==> src/rtl/fetch_controller.sv <==
// IF-stage sequencer: boots the start PC from memory, then issues one fetch per cycle.
// Optional out-of-range fetch trap enabled by defining FETCH_BOUND_CHECK_EN.
module fetch_controller #(
   parameter int Num_of_bits  = 16,
   parameter int pc_width     = 32,
   parameter int IMM_FLAG_BIT = 0,
   parameter int BOOT_ADDR    = 0,
   parameter int MEM_DEPTH    = 20
) (
   input  logic                   clk,
   input  logic                   rst,
   output logic [pc_width-1:0]    imem_pc,
   input  logic [Num_of_bits-1:0] imem_instr,
   input  logic [Num_of_bits-1:0] imem_imm,
   input  logic                   stall,
   input  logic                   redirect,
   input  logic [pc_width-1:0]    redirect_pc,
   output logic                   if_valid,
   output logic [Num_of_bits-1:0] if_instr,
   output logic [Num_of_bits-1:0] if_imm,
   output logic                   if_two_word,
   output logic [pc_width-1:0]    if_pc,
   output logic [pc_width-1:0]    if_pc_next,
   output logic                   fetch_fault
);

   localparam int BW = 2 * Num_of_bits;
   localparam logic [pc_width-1:0] BOOT_PC = pc_width'(BOOT_ADDR);

   typedef enum logic [1:0] {
      BOOT_REQ,
      BOOT_LOAD,
      RUN
`ifdef FETCH_BOUND_CHECK_EN
      , FAULT
`endif
   } state_t;

   state_t              state_q, state_d;
   logic [pc_width-1:0] fetch_pc_q, fetch_pc_d;
   logic                pend_q, pend_d;
   logic [pc_width-1:0] start_pc, len, pc_sel;
   logic [BW-1:0]       boot_word;
   logic                two_raw, valid;

   assign boot_word = {imem_instr, imem_imm};
   generate
      if (pc_width <= BW) begin : g_trunc
         assign start_pc = boot_word[pc_width-1:0];
      end else begin : g_zext
         assign start_pc = {{(pc_width-BW){1'b0}}, boot_word};
      end
   endgenerate

   assign two_raw = imem_instr[IMM_FLAG_BIT];
   assign len     = {{(pc_width-2){1'b0}}, two_raw, ~two_raw};

`ifdef FETCH_BOUND_CHECK_EN
   localparam logic [pc_width-1:0] LAST_SLOT = pc_width'(MEM_DEPTH - 1);
   logic fault_q, fault_d;
`endif

   always_comb begin
      state_d    = state_q;
      fetch_pc_d = fetch_pc_q;
      pend_d     = pend_q;
      pc_sel     = fetch_pc_q;
      valid      = 1'b0;
`ifdef FETCH_BOUND_CHECK_EN
      fault_d    = fault_q;
`endif
      case (state_q)
         BOOT_REQ: begin
            pc_sel  = BOOT_PC;
            state_d = BOOT_LOAD;
         end
         BOOT_LOAD: begin
            pc_sel     = start_pc;
            fetch_pc_d = start_pc;
            pend_d     = 1'b1;
            state_d    = RUN;
         end
         RUN: begin
            if (redirect) begin
               pc_sel     = redirect_pc;
               fetch_pc_d = redirect_pc;
               pend_d     = 1'b1;
            end else if (stall) begin
               pc_sel = fetch_pc_q;
               valid  = pend_q;
            end else begin
               pc_sel     = fetch_pc_q + len;
               fetch_pc_d = pc_sel;
               valid      = pend_q;
            end
`ifdef FETCH_BOUND_CHECK_EN
            // Length of the next instruction is unknown, so reserve room for its immediate.
            if (pc_sel >= LAST_SLOT) begin
               fault_d = 1'b1;
               state_d = FAULT;
            end
`endif
         end
`ifdef FETCH_BOUND_CHECK_EN
         FAULT: pc_sel = fetch_pc_q;
`endif
         default: state_d = BOOT_REQ;
      endcase
      if (rst) begin
         pc_sel = BOOT_PC;
         valid  = 1'b0;
      end
   end

   always_ff @(posedge clk) begin
      if (rst) begin
         state_q    <= BOOT_REQ;
         fetch_pc_q <= '0;
         pend_q     <= 1'b0;
`ifdef FETCH_BOUND_CHECK_EN
         fault_q    <= 1'b0;
`endif
      end else begin
         state_q    <= state_d;
         fetch_pc_q <= fetch_pc_d;
         pend_q     <= pend_d;
`ifdef FETCH_BOUND_CHECK_EN
         fault_q    <= fault_d;
`endif
      end
   end

   assign imem_pc     = pc_sel;
   assign if_valid    = valid;
   assign if_two_word = valid & two_raw;
   assign if_instr    = valid ? imem_instr : '0;
   assign if_imm      = if_two_word ? imem_imm : '0;
   assign if_pc       = fetch_pc_q;
   assign if_pc_next  = fetch_pc_q + {{(pc_width-2){1'b0}}, if_two_word, ~if_two_word};
`ifdef FETCH_BOUND_CHECK_EN
   assign fetch_fault = fault_q;
`else
   assign fetch_fault = 1'b0;
`endif

endmodule
==> config.mk <==
export PLATFORM = sky130hd
export DESIGN_NAME = fetch_controller
export DESIGN_NICKNAME = d
export VERILOG_FILES = /design/src/rtl/fetch_controller.sv
export SDC_FILE = /design/constraint.sdc
export NUM_CORES = 1
export LEC_CHECK = 0
export CAP_MARGIN = 20
export CORE_MARGIN = 2
export CORE_UTILIZATION = 29
export CTS_BUF_LIST = sky130_fd_sc_hd__clkbuf_4 sky130_fd_sc_hd__clkbuf_8
export DETAILED_ROUTE_END_ITERATION = 6
export PLACE_DENSITY = 0.59
export SLEW_MARGIN = 20
export SYNTH_ARGS = -nofsm -noshare
export SYNTH_HDL_FRONTEND = slang
export SYNTH_SLANG_ARGS = --single-unit
==> constraint.sdc <==
create_clock -name clk -period 4.9 [get_ports clk]
set_input_delay 0.98 -clock clk [delete_from_list [all_inputs] [get_ports clk]]
set_output_delay 0.98 -clock clk [all_outputs]
set_load 0.005 [all_outputs]
==> results.md, run 1 <==
* Status: finished, final reports clean
* DP Cell Count at 966
* Vias at 5518
* Synth Area in Simple Gates at 29.50%
* Startpoint Class: input pin
* GRT overflow at 0
* Pre-Repair DR Iteration Count at 7
* Post-synth EDFFs at 0
* Die width at 124.9 µm
* Hold path start: state_q[1]$_SDFFE_PP0P_
* Main synth FF type: dfxtp_1
* Mapped cell area at 4237 µm²
* Final Non-Filler Cells at 975
* # IOs at 199
* FFs w/ async S/R, synth at 0%
* CP endpoint kind: output pin
* Max-slew violation count at 0
* Peak VDD IR at 0.1060 mV
* Final wirelength at 18.87 mm
* Syn_nets at 694
* Final ANT Viol Nets at 0
* Adder-Cell Fraction of Synth Area at 3.308%
* Final Hold Fails at 0
* Power Total at 1633 µW
* Fin crit share at 97.40%
* Worst-Margin Slew at 0.7945 ns
* Initial antenna violation count at 0
* Die Y at 124.9 µm
* Clock H-tree levels at 2
* Post-synthesis compound-gate area fraction at 30.30%
* Main combinational cell family by area after synthesis: compound AO/OA/AOI/OAI gates
* TNS Setup at 0 ns
* GRT Util Overall at 23.46%
* Mux share of post-synthesis cell area at 2.156%
* Yosys cell types at 56
* Post-layout min period at 4.773 ns
* Core Area at 14420 µm²
* P&R area growth vs syn at 55.08%
* Row count at 44
* Post-synthesis cell count at 616
* Initial core utilization at 29.37%
* CP Class: input pin to output pin
* Sequential share of the synthesized area at 16.54%
* Clock tree sinks at 35
* Avg Synthesized Cell Area at 6.878 µm²
* Placer Congestion at 0.8839
* Inserted Diodes at 0
* Tightest Hold Check Type: register to register
* Layout filler cell count at 1443
* Worst Path Required at 3.92 ns
* Clock Tree Root: clkbuf_8
* Avg WL per Cell at 19.36 µm
* Leak at 0.002290 µW
* DP HPWL at 13.88 mm
* Vias in the first global route at 5461
* Relative slew slack at 47.03%
* Vias per inst at 5.659
* Worst-skew pair later-pin latency at 0.29 ns
* Initial DRC count at 418
* Crit path max fanout at 4
* Die Footprint at 15590 µm²
* Setup Viol. Count Final at 0
* Port bufs at 197
* Power Density at 248.6 nW/µm²
* Seq cells post-synth at 35
* Reg clk slew, reported paths at 0.07 ns
* Final nets at 868
* Place WS at -0.1507 ns
* Max-cap viol count at 0
* Fmax at 0.2095 GHz
* CTS tree: yes
* CTS Buffer Depth at 2
* Worst Path Arrival at 3.79 ns
* Crit path from: redirect
* Hold_ws at 0.5201 ns
* Yosys warning count at 0
* Final Skew at 0.01339 ns
* Cts bufs inserted at 5
* Unrepaired setup endpoints after global routing: yes
* Layout cell share with drive strength beyond 1 at 9.861%
* Xor/xnor share of the synthesized area at 7.649%
* Final setup margin at 0.1274 ns
* Drt drc at 0
* Largest net degree at the start of global routing at 70
* RR Startpoint: if_pc[6]$_SDFFE_PP0P_
* First-pass GRT wire length at 30.22 mm
* Hold-fix buffers at CTS at 0
[cells by family (layout without fill, tap and decap cells)]
kind of cell	after synthesis	count (layout)
DFF	35	35
and+or+nand+nor	237	237
muxes	9	9
AOI/OAI and AO/OA	178	178
buffers and inverters	109	284
xor gates and xnor gates	37	37
adders and majority gates	10	10
other	1	1
[synth_stat cells, types with 4 or more instances]
library cell / number / area, µm²
nor3_1: 21 / 105.1
buf_4: 8 / 60.06
a211oi_1: 14 / 105.1
nor4_1: 8 / 50.05
nand2b_1: 16 / 100.1
a31oi_1: 6 / 37.54
or4_1: 4 / 30.03
mux2i_1: 8 / 80.08
a311oi_1: 22 / 192.7
dfxtp_1: 35 / 700.7
nand4_1: 14 / 87.58
o22ai_1: 5 / 31.28
a21o_1: 4 / 30.03
nand2_1: 53 / 198.9
o21ai_0: 25 / 125.1
o311ai_0: 5 / 43.79
a21oi_1: 39 / 195.2
a221oi_1: 20 / 175.2
a31o_2: 7 / 61.31
clkbuf_1: 55 / 206.5
or3_1: 5 / 31.28
and2_1: 24 / 150.1
nor2_1: 57 / 214.0
ha_1: 8 / 100.1
inv_1: 40 / 150.1
xor2_1: 4 / 35.03
o211ai_1: 9 / 67.56
xnor2_1: 33 / 289.0
nand3_1: 11 / 55.05
[worst paths after layout]
check | cells after the start | slack, ns | to
max | 12 | 0.13 | if_pc_next[30]
min reg2reg | 2 | 0.52 | state_q[1]$_SDFFE_PP0P_
min | 2 | 0.52 | state_q[1]$_SDFFE_PP0P_
max reg2reg | 6 | 2.33 | if_pc[19]$_SDFFE_PP0P_
[area by class of cell]
type                            count  area, µm²  share of cell area [%]
Multi-Input combinational cell    472       3139                   47.78
Timing Repair Buffer              236       2261                   34.41
Sequential cell                    35      700.7                   10.66
Tap cell                          184      230.2                   3.504
Inverter                           40      150.1                   2.285
Clock buffer                        7      83.83                   1.276
Clock inverter                      1      5.005                 0.07618
[where the power goes]
group	total, µW	leakage (µW)	internal [µW]	switching (µW)
sequential	503	0.000290	345	158
clock	227	0.0000491	111	116
combinational	903	0.00195	484	418
[routing by layer]
| metal | GRT usage (%) | wire length [µm] | vias up |
|---|---|---|---|
| li1 | - | - | 2601 |
| met1 | 32.50 | 8148 | 2621 |
| met2 | 37.93 | 8904 | 270 |
| met3 | 4.167 | 1465 | 26 |
| met4 | 5.556 | 354 | 0 |
| met5 | 0 | 0 | - |
[registers in the layout, summed over array words and instances (netlist names)]
name and cells:
if_pc 32, pend_q 1, state_q 2
[cell usage in the layout (no fill, tap or decap), drive strengths merged, types with 14 or more instances in the layout]
master	n
nand2b	16
nor3	21
a221oi	22
buf	40
clkdlybuf4s50	194
a21oi	39
inv	40
nor2	57
o21ai	25
a211oi	14
dfxtp	35
nand2	53
a311oi	24
nand4	17
and2	24
xnor2	33
[per-stage QoR]
step	instance area (µm²)	util, %
2_1_floorplan	4237	-
3_3_place_gp	6436	44.62
3_5_place_dp	6436	44.62
4_1_cts	6530	45.27
5_1_grt	6570	45.55
6_report	6570	45.55
[critical path, cell delays in order]
cell and delay, ns:
clkdlybuf4s50_1 0.51, nor3_2 0.07, nand2_2 0.12, ha_1 0.18, inv_1 0.06, fa_2 0.37, nor4_4 0.17, buf_4 0.17
nand3_1 0.10, nor4b_1 0.36, xnor2_1 0.17, clkdlybuf4s50_1 0.52
[repair_timing]
action,in CTS,in global routing
endpoints found under the setup margin,11,8
gates resized for setup,3,6
pin swaps,2,0
buffers inserted,0,1
No activity file was read; power rests on OpenSTA's default activity.
==> run 2, diff against run 1 <==
--- a/config.mk
+++ b/config.mk
@@ -6,7 +6,7 @@
 export NUM_CORES = 1
 export LEC_CHECK = 0
 export CAP_MARGIN = 20
-export CORE_MARGIN = 2
+export CORE_MARGIN = 4
 export CORE_UTILIZATION = 29
 export CTS_BUF_LIST = sky130_fd_sc_hd__clkbuf_4 sky130_fd_sc_hd__clkbuf_8
 export DETAILED_ROUTE_END_ITERATION = 6
==> run 2 against run 1 <==
Effect of this change: cell count up 0.41%; global-route usage down 0.70 points; highest routed layer unchanged; critical endpoint is now if_pc_next[27]; via count up 1.2%.
==> results.md, run 2 (same netlist as run 1, synthesis figures left out) <==
* Initial antenna violation count at 1
* Reg clk slew, reported paths at 0.08 ns
* GRT Util Overall at 22.76%
* Max-cap viol count at 0
* Row count at 43
* # IOs at 199
* Largest net degree at the start of global routing at 70
* Number of cells on the critical path at 12
* Vias per inst at 5.706
* CTS tree: yes
* Die width at 128.9 µm
* Tightest Hold Check Type: register to register
* Final Hold Fails at 0
* Die Y at 128.9 µm
* Fin crit share at 96.01%
* Inserted Diodes at 0
* Reg2Reg Depth at 6
* Final nets at 876
* Register area at 700.7 µm²
* Fmax at 0.2126 GHz
* Initial core utilization at 30.06%
* CP Class: input pin to output pin
* Avg WL per Cell at 20.21 µm
* Worst-skew pair later-pin latency at 0.31 ns
* Worst-Margin Slew at 0.8388 ns
* Core Area at 14100 µm²
* Die Footprint at 16610 µm²
* Max FFs per register at 32
* Critical path's largest stage delay at 0.53 ns
* Unrepaired setup endpoints after global routing: no
* CP endpoint kind: output pin
* Hold-fix buffers at CTS at 0
* Relative slew slack at 44.08%
* Startpoint Class: input pin
* Vias in the first global route at 5490
* Clock H-tree levels at 2
* Vias at 5586
* Hold Path Stages at 2
* Hold_ws at 0.5209 ns
* Leak at 0.002397 µW
* CTS Buffer Depth at 2
* Status: finished, final reports clean
* Footprint of the multi-input gates at 3161 µm²
* Final core occ at 47.28%
* Layout cell share with drive strength beyond 1 at 11.01%
* P&R area growth vs syn at 57.32%
* Placer Congestion at 0.8529
* Final wirelength at 19.78 mm
* Crit path max fanout at 4
* Clock tree sinks at 35
* Max-slew violation count at 0
* Worst Path Arrival at 3.72 ns
* GRT overflow at 0
* Crit-path leading delay family: buffers and inverters
* Setup Viol. Count Final at 0
* Power Density at 247.9 nW/µm²
* Cts bufs inserted at 5
* Drt drc at 0
* Bufs and invs on worst path at 4
* Port bufs at 197
* Crit-path most repeated cell: clkdlybuf4s50_1
* Worst path cell trace: clkdlybuf4s50_1, nor3_2, nand2_2, inv_1, ha_1, a21o_1, nor4b_4, buf_4, nand3_1, or3_4, xnor2_2, clkdlybuf4s50_1
* DP HPWL at 14.59 mm
* Peak VDD IR at 0.1493 mV
* First-pass GRT wire length at 30.04 mm
* Most frequent cells in the layout: 190 x clkdlybuf4s50_1, 57 x nor2_1, 52 x nand2_1
* Clock Tree Root: clkbuf_8
* Commonest non-fill, non-tap cell in the layout: clkdlybuf4s50_1
* Initial DRC count at 400
* Final Skew at 0.01381 ns
* Worst Path Required at 3.92 ns
* Power Total at 1652 µW
* Layout filler cell count at 1439
* Pre-Repair DR Iteration Count at 5
* Final ANT Viol Nets at 0
* Crit path max-delay cell type: clkdlybuf4s50_1
* Post-layout min period at 4.704 ns
## run 2: area by class of cell
class | count | area share, %
Inverter | 40 | 2.253
Multi-Input combinational cell | 472 | 47.42
Timing Repair Buffer | 244 | 35.10
Tap cell | 180 | 3.379
Clock buffer | 6 | 1.145
Clock inverter | 2 | 0.1877
Sequential cell | 35 | 10.51
## run 2: through the flow
step / std cells / cell area, µm² / setup TNS (ns) / worst slack (ns)
2_1_floorplan: 616 / 4237 / 0 / 0.2480
3_3_place_gp: 970 / 6504 / -0.06832 / -0.03771
3_5_place_dp: 970 / 6504 / -0.2055 / -0.09583
4_1_cts: 978 / 6603 / 0 / 0.001765
5_1_grt: 979 / 6665 / 0 / 0.01703
6_report: 979 / 6665 / 0 / 0.1956
## run 2: path summary, 6_finish.rpt
| kind | start | end | slack (ns) |
|---|---|---|---|
| worst max-delay path | redirect | if_pc_next[27] | 0.20 |
| worst min-delay path | state_q[1]$_SDFFE_PP0P_ | state_q[1]$_SDFFE_PP0P_ | 0.52 |
| worst max register to register | if_pc[3]$_SDFFE_PP0P_ | if_pc[16]$_SDFFE_PP0P_ | 2.31 |
| worst min register to register | state_q[1]$_SDFFE_PP0P_ | state_q[1]$_SDFFE_PP0P_ | 0.52 |
## run 2: repair_timing
item,CTS,global route
gates cloned,0,0
gates resized for setup,5,12
pin swaps,0,4
endpoints found under the setup margin,5,24
endpoints found under the hold margin,0,0
buffers inserted,0,1
## run 2: power breakdown
part	switching (µW)	total [µW]	internal, µW	leakage, µW
clock network	133	239	105	0.0000446
logic	429	917	488	0.00206
registers	151	496	345	0.000290
total	714	1650	939	0.00240
## run 2: worst reg2reg max path, delay by kind of cell (launching register included)
kind,cells,cell delay (ns)
buffers and inverters,1,0.20
and+or+nand+nor,2,1.10
DFF,1,0.59
AOI/OAI and AO/OA,3,0.64
## run 2: layer usage
metal / share of wire, % / track usage (%) / vias up / wire length (µm)
li1: - / - / 2611 / -
met1: 42 / 30.12 / 2648 / 8378
met2: 46 / 37.53 / 295 / 9139
met3: 9.0 / 4.732 / 32 / 1779
met4: 2.5 / 6.362 / 0 / 486
met5: 0 / 0 / - / 0
==> run 3, diff against run 2 <==
==> constraint.sdc (replaced) <==
create_clock -name clk -period 5.7 [get_ports clk]
set_input_delay 1.14 -clock clk [delete_from_list [all_inputs] [get_ports clk]]
set_output_delay 1.14 -clock clk [all_outputs]
set_load 0.005 [all_outputs]
==> run 3 against run 2 <==
Effect of this change: clock skew is 0.00096 ns higher; sequential power fell by 14%; first-iteration DRC count rose by 19%; the flow now finishes with violations (DRC); critical path type unchanged.
==> results.md, run 3 (same netlist as run 1, synthesis figures left out) <==
* Drt drc at 3
* Final Hold Fails at 0
* Cell internal pwr at 826.5 µW
* Worst Path Required at 4.56 ns
* Fmax at 0.1812 GHz
* Avg WL per Cell at 20.57 µm
* Worst-skew pair later-pin latency at 0.30 ns
* Final setup margin at 0.1820 ns
* Post-layout min period at 5.518 ns
* Placer Congestion at 0.8734
* Vias per inst at 5.734
* CTS tree: yes
* Die width at 128.9 µm
* Fin crit share at 96.81%
* Clock tree sinks at 35
* Die Footprint at 16610 µm²
* Crit-path most repeated cell: clkdlybuf4s50_1
* Power Density at 222.4 nW/µm²
* NetSw at 606.9 µW
* Combinational power share at 54.4%
* Worst-Margin Slew at 0.9728 ns
* Failing checks: DRC
* Leak at 0.002186 µW
* Max-slew violation count at 0
* Layout cell share with drive strength beyond 1 at 7.474%
* Final nets at 853
* Final Skew at 0.01477 ns
* Net Sw Frac at 42.34%
* Clock H-tree levels at 2
* Final Instance Area at 6445 µm²
* Relative slew slack at 34.55%
* Unrepaired setup endpoints after global routing: no
* CP Class: input pin to output pin
* Cts bufs inserted at 5
* Initial antenna violation count at 1
* Inserted Diodes at 0
* CTS Buffer Depth at 2
* Peak VDD IR at 0.1018 mV
* First-pass GRT wire length at 30.36 mm
* Status: finished, violations left
* Place WS at 0.06348 ns
* P&R area growth vs syn at 52.13%
* TNS Setup at 0 ns
* Initial DRC count at 474
* Die Y at 128.9 µm
* CP endpoint kind: output pin
* Max FFs per register at 32
* Post-CTS Setup Bufs at 0
* Most frequent cells in the layout: 196 x clkdlybuf4s50_1, 57 x nor2_1, 52 x nand2_1
* Seq pwr share at 29.9%
* Reg clk slew, reported paths at 0.08 ns
* Final ANT Viol Nets at 0
* Row count at 43
* Initial core utilization at 30.06%
* Worst Path Arrival at 4.38 ns
* Vias in the first global route at 5458
* Power Total at 1433 µW
* Final wirelength at 19.66 mm
* Crit path max-delay cell type: clkdlybuf4s50_1
* Clock Tree Root: clkbuf_8
* Port bufs at 197
* GRT overflow at 0
* DP Area at 6339 µm²
* Worst path cell trace: clkdlybuf4s50_1, nand2_2, ha_1, inv_1, fa_1, nor4_2, nand3_1, buf_4, nor3_1, xor2_1, clkdlybuf4s50_1
* Max-cap viol count at 0
* GRT Util Overall at 22.92%
* # IOs at 199
* Core Area at 14100 µm²
* Critical path's largest stage delay at 0.55 ns
* Tightest Hold Check Type: register to register
* Commonest non-fill, non-tap cell in the layout: clkdlybuf4s50_1
* Crit path max fanout at 9
* Vias at 5482
* Setup Viol. Count Final at 0
* Clock power share at 15.7%
* Hold_ws at 0.5322 ns
* Largest net degree at the start of global routing at 70
* DP HPWL at 14.46 mm
* Startpoint Class: input pin
* Pre-Repair DR Iteration Count at 7
## run 3: timing repair
item / in CTS / in global routing
hold buffers: 0 / 0
hold endpoints to repair: 0 / 0
setup endpoints to repair: 0 / 4
resized for setup: 0 / 1
## run 3: worst paths after layout
check	from	end	slack [ns]	depth (start not counted)
worst max register to register	if_pc[14]$_SDFFE_PP0P_	if_pc[30]$_SDFFE_PP0P_	2.83	5
worst min-delay path	pend_q$_SDFFE_PP0P_	pend_q$_SDFFE_PP0P_	0.53	2
worst max-delay path	imem_instr[0]	if_pc_next[28]	0.18	11
worst min register to register	pend_q$_SDFFE_PP0P_	pend_q$_SDFFE_PP0P_	0.53	2
## run 3: power by group through the flow
stage | registers, µW | clock network (µW) | logic (µW)
after global placement | 430 | 0 | 770
after detailed placement | 431 | 0 | 777
after global routing | 442 | 239 | 849
after CTS | 426 | 231 | 780
after floorplan | 351 | 0 | 437
final | 428 | 226 | 779
## run 3: metal layers
| metal | GRT usage [%] | vias to the layer above | share of wire, % |
|---|---|---|---|
| met4 | 6.794 | 0 | 1.9 |
| li1 | - | 2572 | - |
| met1 | 31.33 | 2614 | 43 |
| met3 | 4.151 | 32 | 8.0 |
| met2 | 36.83 | 264 | 47 |
| met5 | 0 | - | 0 |
## run 3: metrics by stage
step | util [%] | cells
2_1_floorplan | - | 616
3_3_place_gp | 44.97 | 948
3_5_place_dp | 44.97 | 948
4_1_cts | 45.70 | 956
5_1_grt | 45.72 | 956
6_report | 45.72 | 956
## run 3: critical path, delay by kind of cell
family,cells,cell delay (ns)
adder cells (fa/ha/maj),2,0.61
AND/OR/NAND/NOR,4,1.13
XOR/XNOR,1,0.17
buffers and inverters,4,1.33
## run 3: final cells by class
type                       instances  area (µm²)
fill                            1454        7651
multi-input combinational        472        3105
timing repair buffer             221        2160
sequential                        35       700.7
tap                              180       225.2
inverter                          40       150.1
clock buffer                       8       103.9
